[src/rtl/minterm_scanner_pkg.sv]
// minterm_scan_pkg: state encoding, sizing rules and SETTLE bounds shared by minterm_scanner.
package minterm_scan_pkg;
    typedef enum logic [1:0] {IDLE, DRIVE, SAMPLE, DONE} state_t;
    localparam int N_IN_DEF   = 4;
    localparam int MASK_W_DEF = 1 << N_IN_DEF;
    localparam int SETTLE_MIN = 1;
    localparam int SETTLE_MAX = 15;
    localparam int CTR_W      = 4;
    function automatic int mask_w(input int n);
        return 1 << n;
    endfunction
    // One extra bit so a fully mismatching table (2^n errors) cannot wrap.
    function automatic int cnt_w(input int n);
        return n + 1;
    endfunction
endpackage

[src/rtl/scan_settle_ctr.sv]
// scan_settle_ctr: settle-interval counter with clear, increment and terminal-count flag.
module scan_settle_ctr
    import minterm_scan_pkg::*;
#(
    parameter int W = CTR_W
) (
    input  logic         clk,
    input  logic         rst,
    input  logic         clr,
    input  logic         inc,
    input  logic [W-1:0] term,
    output logic         tc
);
    logic [W-1:0] cnt;
    always_ff @(posedge clk or posedge rst)
        if (rst) cnt <= '0;
        else if (clr) cnt <= '0;
        else if (inc) cnt <= cnt + 1'b1;
    assign tc = cnt == term;
endmodule

[src/rtl/minterm_scanner.sv]
// minterm_scanner: walks all input vectors of a function-under-test, captures its truth table and counts mismatches.
// Optional first-mismatch capture ports enabled by MINTERM_SCANNER_FIRST_ERR_EN.
module minterm_scanner
    import minterm_scan_pkg::*;
#(
    parameter int N_IN   = 4,
    parameter int SETTLE = 1,
    localparam int MW    = mask_w(N_IN),
    localparam int CW    = cnt_w(N_IN)
) (
    input  logic            clk,
    input  logic            rst,
    input  logic            start,
    input  logic [MW-1:0]   exp_mask,
    output logic [N_IN-1:0] vec,
    input  logic            f_in,
    output logic            busy,
    output logic            done,
    output logic [MW-1:0]   tt,
    output logic [CW-1:0]   err_cnt,
    output logic            pass
`ifdef MINTERM_SCANNER_FIRST_ERR_EN
    ,
    output logic [N_IN-1:0] first_err_idx,
    output logic            first_err_vld
`endif
);
    if (SETTLE < SETTLE_MIN || SETTLE > SETTLE_MAX) begin : g_bad_settle
        $error("minterm_scanner: SETTLE out of range");
    end

    state_t state, state_nxt;
    logic [MW-1:0] exp_q;
    logic [CW-1:0] err_nxt;
    logic tc, mism, last, accept;

    assign accept  = state == IDLE && start;
    assign mism    = f_in != exp_q[vec];
    assign last    = &vec;
    assign err_nxt = err_cnt + CW'(mism);
    assign busy    = state != IDLE;
    assign done    = state == DONE;

    // Held clear outside DRIVE so every vector starts its settle interval from zero.
    scan_settle_ctr #(.W(CTR_W)) u_ctr (
        .clk  (clk),
        .rst  (rst),
        .clr  (state != DRIVE || tc),
        .inc  (state == DRIVE),
        .term (CTR_W'(SETTLE - 1)),
        .tc   (tc)
    );

    always_ff @(posedge clk or posedge rst)
        if (rst) state <= IDLE;
        else state <= state_nxt;

    always_comb begin
        state_nxt = state;
        case (state)
            IDLE:    state_nxt = start ? DRIVE : IDLE;
            DRIVE:   state_nxt = tc ? SAMPLE : DRIVE;
            SAMPLE:  state_nxt = last ? DONE : DRIVE;
            default: state_nxt = IDLE;
        endcase
    end

    // pass is resolved on the final sample so it is already valid in the DONE cycle.
    always_ff @(posedge clk or posedge rst)
        if (rst) begin
            vec     <= '0;
            tt      <= '0;
            err_cnt <= '0;
            pass    <= 1'b0;
            exp_q   <= '0;
        end else if (accept) begin
            vec     <= '0;
            tt      <= '0;
            err_cnt <= '0;
            pass    <= 1'b0;
            exp_q   <= exp_mask;
        end else if (state == SAMPLE) begin
            tt[vec] <= f_in;
            err_cnt <= err_nxt;
            if (last) pass <= err_nxt == '0;
            else vec <= vec + 1'b1;
        end

`ifdef MINTERM_SCANNER_FIRST_ERR_EN
    always_ff @(posedge clk or posedge rst)
        if (rst) begin
            first_err_idx <= '0;
            first_err_vld <= 1'b0;
        end else if (accept) begin
            first_err_idx <= '0;
            first_err_vld <= 1'b0;
        end else if (state == SAMPLE && mism && !first_err_vld) begin
            first_err_idx <= vec;
            first_err_vld <= 1'b1;
        end
`endif
endmodule

[config.mk]
export PLATFORM = sky130hd
export DESIGN_NAME = minterm_scanner
export DESIGN_NICKNAME = d
export VERILOG_FILES = /design/src/rtl/minterm_scanner_pkg.sv /design/src/rtl/scan_settle_ctr.sv /design/src/rtl/minterm_scanner.sv
export SDC_FILE = /design/constraint.sdc
export NUM_CORES = 1
export LEC_CHECK = 0
export ABC_AREA = 0
export CORE_MARGIN = 1
export CORE_UTILIZATION = 40
export DETAILED_ROUTE_END_ITERATION = 7
export DONT_BUFFER_PORTS = 1
export MAX_ROUTING_LAYER = met4
export PLACE_DENSITY_LB_ADDON = 0.15
export SLEW_MARGIN = 20
export SYNTH_ARGS = -nofsm -noshare
export SYNTH_HDL_FRONTEND = slang
export SYNTH_SLANG_ARGS = --single-unit
[constraint.sdc]
create_clock -name clk -period 3.5 [get_ports clk]
set_input_delay 0.7 -clock clk [delete_from_list [all_inputs] [get_ports clk]]
set_output_delay 0.7 -clock clk [all_outputs]
set_load 0.02 [all_outputs]
==> out/qor.yml, run 1 <==
finish:
  layout_commonest_cell: "dfrtp_1"
  drive_gt1_frac: 0.1571
  synthToLayoutAreaGrowth_pct: 9.559
  layout_common_cells: "48 x dfrtp_1, 26 x nor2_1, 17 x mux2i_1"
  n_fill_cell: 559
  antenna-diode-count: 0
  final_util: 0.4603
  finalInstanceArea_um2: 2581
  layout.nets: 237
critical_path:
  critPathSlowestCell: "mux4_1"
  r2r_setup_slack_ps: 370
  crit_path_max_fanout: 7
  reg2regPathDepth: 9
  worstSetupStartpointType: "flop"
  critical_path_required_ps: 3710
  critPathKind: "flop to flop"
  path_cells: "mux4_1 > mux4_2 > xor2_1 > ha_1 > ha_1 > or3b_2 > a21oi_1 > a21oi_1 > o21ai_0"
  r2r_end: "pass$_DFFE_PP0P_"
  cp-end-kind: "flop"
  cp.arrival_ps: 3340
  r2r_start: "vec[0]$_DFFE_PP0P_"
  slowest_delay_ps: 600
yosys:
  synthTopCellsByArea: "dfrtp_1 51%, mux2_2 7.6%, mux2i_1 7.2%"
  synth-seq-cells: 48
  avgSynthCellArea_um2: 11.22
  syn-cell-area_um2: 2356
  yosysWarnings: 0
  syn_inst: 210
  ys.flop_type: "dfrtp_1"
  synth_cell_types: 30
  ys_seq_area_frac: 0.5098
  synth_edf_count: 0
  async_flop_share: 1.000
  yosysTopAreaCellShare: 0.5098
  synth_top_cell_by_area: "dfrtp_1"
  syn_nets: 238
clock_tree:
  cts_setup_buffers: 0
  cts_resized: 0
  path_clk_slew_ps: 90
  cts_tree: "built"
  clk_latency_ps: 300
  cts_hold_buf: 0
  htreeDepth: 2
  clkSinkCount: 48
  cts_root_buffer: "clkbuf_8"
  clock_path_buffers: 2
  cts_made_buffers: 5
power:
  peakVddDrop_mv: 0.3123
  powerDensity_nw_per_um2: 745.4
  totalPowerFinal_mw: 1.924
  power.leakage_nw: 1.207
outcome:
  status: "complete, no violations"
place:
  place_area_um2: 2421
  place.gp.congestion: 0.8095
  dp_hpwl_um: 3279
  portBuffers: 0
detailed_routing:
  wl_per_cell_um: 16.55
  drt_pass1_iterations: 4
  drcViolationCount: 0
  vias: 1537
  detail-route-antenna-nets: 0
  drt_wl_total_um: 4667
  avgViaCountPerCell: 5.450
  drtIter0Drc: 70
worst_hold_path:
  hp-class: "input port to async pin"
timing:
  worst_pin_slew_ps: 840.8
  skew_ps: 11.78
  period_minus_slack_ps: 3125
  fin_tns_setup_ps: 0
  hold_viol: 0
  final_max_slew_viol_count: 0
  slew_headroom: 0.4388
  finalCritPeriodShare: 0.8929
  fmax_mhz: 320.0
  rsz0062_at_grt: "no"
  finalSetupViolCount: 0
global_routing:
  antenna_found_initial: 0
  gr-total-overflow: 0
  grt_pass1_vias: 1614
  grt_max_degree: 49
  gr-usage-all-layers: 0.1736
  grt_pass1_wl_um: 8052
floorplanning:
  die_area_um2: 6201
  row_count: 27
  die-height_um: 78.75
  ios: 48
  start_util: 0.4201
  die_x_um: 78.75
  core-area_um2: 5608
job:
  drv_cap: 0
[report_power, final]
part           leakage (nW)  internal [mW]  switching (mW)
logic                 0.500          0.274           0.278
clock network        0.0784          0.357           0.182
registers             0.628          0.690           0.143
[synth_stat cells, types with 2 or more instances]
master / instances
nand2_1: 7
clkbuf_1: 7
xnor2_1: 2
ha_1: 8
a21oi_1: 6
nor2_1: 26
nor2b_1: 2
mux2_2: 16
o21ai_0: 8
dfrtp_1: 48
mux4_1: 4
nand3b_1: 2
nor3_1: 5
nand3_1: 16
buf_2: 3
mux2i_1: 17
xor2_1: 3
nand2b_1: 6
and2_1: 2
inv_1: 11
or2_2: 2
[worst max path at each step]
stage,start,end,slack (ps),depth (start not counted)
3_5_place_dp,vec[0]$_DFFE_PP0P_,pass$_DFFE_PP0P_,380,9
3_3_place_gp,vec[0]$_DFFE_PP0P_,pass$_DFFE_PP0P_,560,9
4_1_cts,vec[0]$_DFFE_PP0P_,pass$_DFFE_PP0P_,350,9
5_1_grt,vec[0]$_DFFE_PP0P_,pass$_DFFE_PP0P_,210,9
2_1_floorplan,vec[0]$_DFFE_PP0P_,pass$_DFFE_PP0P_,410,10
6_report,vec[0]$_DFFE_PP0P_,pass$_DFFE_PP0P_,370,9
[area by class of cell]
class / instances / area (um2) / share of cell area
sequential: 48 / 1201 / 0.4653
multi-input combinational: 140 / 1066 / 0.4130
clock inverter: 3 / 90.09 / 0.03490
tap: 72 / 90.09 / 0.03490
clock buffer: 5 / 68.82 / 0.02666
inverter: 11 / 42.54 / 0.01648
timing repair buffer: 3 / 22.52 / 0.008725
[metal layers]
layer  track usage  part of all wire  vias to the layer above
met5             -                 0                        -
met4       0.04815            0.0045                        0
met3       0.05057             0.054                        4
met2        0.2826              0.49                       43
met1        0.2108              0.45                      769
li1              -                 -                      721
[flip-flops by register name (all words and copies together) (netlist names)]
signal / flops
exp_q: 16
tt: 16
err_cnt: 5
u_ctr.cnt: 4
vec: 4
state: 2
pass: 1
[stage by stage]
step	hold slack, ps	setup WS (ps)	instances
after floorplan	452.3	407.8	210
after global placement	467.5	559.6	274
after detailed placement	479.6	383.1	274
after CTS	492.9	354.4	282
after global routing	452.4	212.1	282
final	412.9	374.7	282
[worst max-delay path, delay by kind of cell (launching register included)]
family / cells / cell delay [ps]
AOI/OAI and AO/OA: 3 / 390
DFF: 1 / 480
muxes: 2 / 1090
adders and majority gates: 2 / 470
xor gates and xnor gates: 1 / 160
and+or+nand+nor: 1 / 460
[cell families (layout without fill, tap and decap cells)]
group	after synthesis	after routing	share of synthesized area
AOI/OAI and AO/OA	17	17	0.03824
xor gates and xnor gates	5	5	0.01859
adders and majority gates	8	8	0.04249
buffers and inverters	22	22	0.03983
DFF	48	48	0.5098
muxes	38	38	0.2029
and+or+nand+nor	72	72	0.1482
(Power assumes the default switching activity.)
==> run 2, diff against run 1 <==
Settings changed: CAP_MARGIN set to 20.
==> results of run 2 <==
Final layout, timing and power as in run 1 (identical DEF).
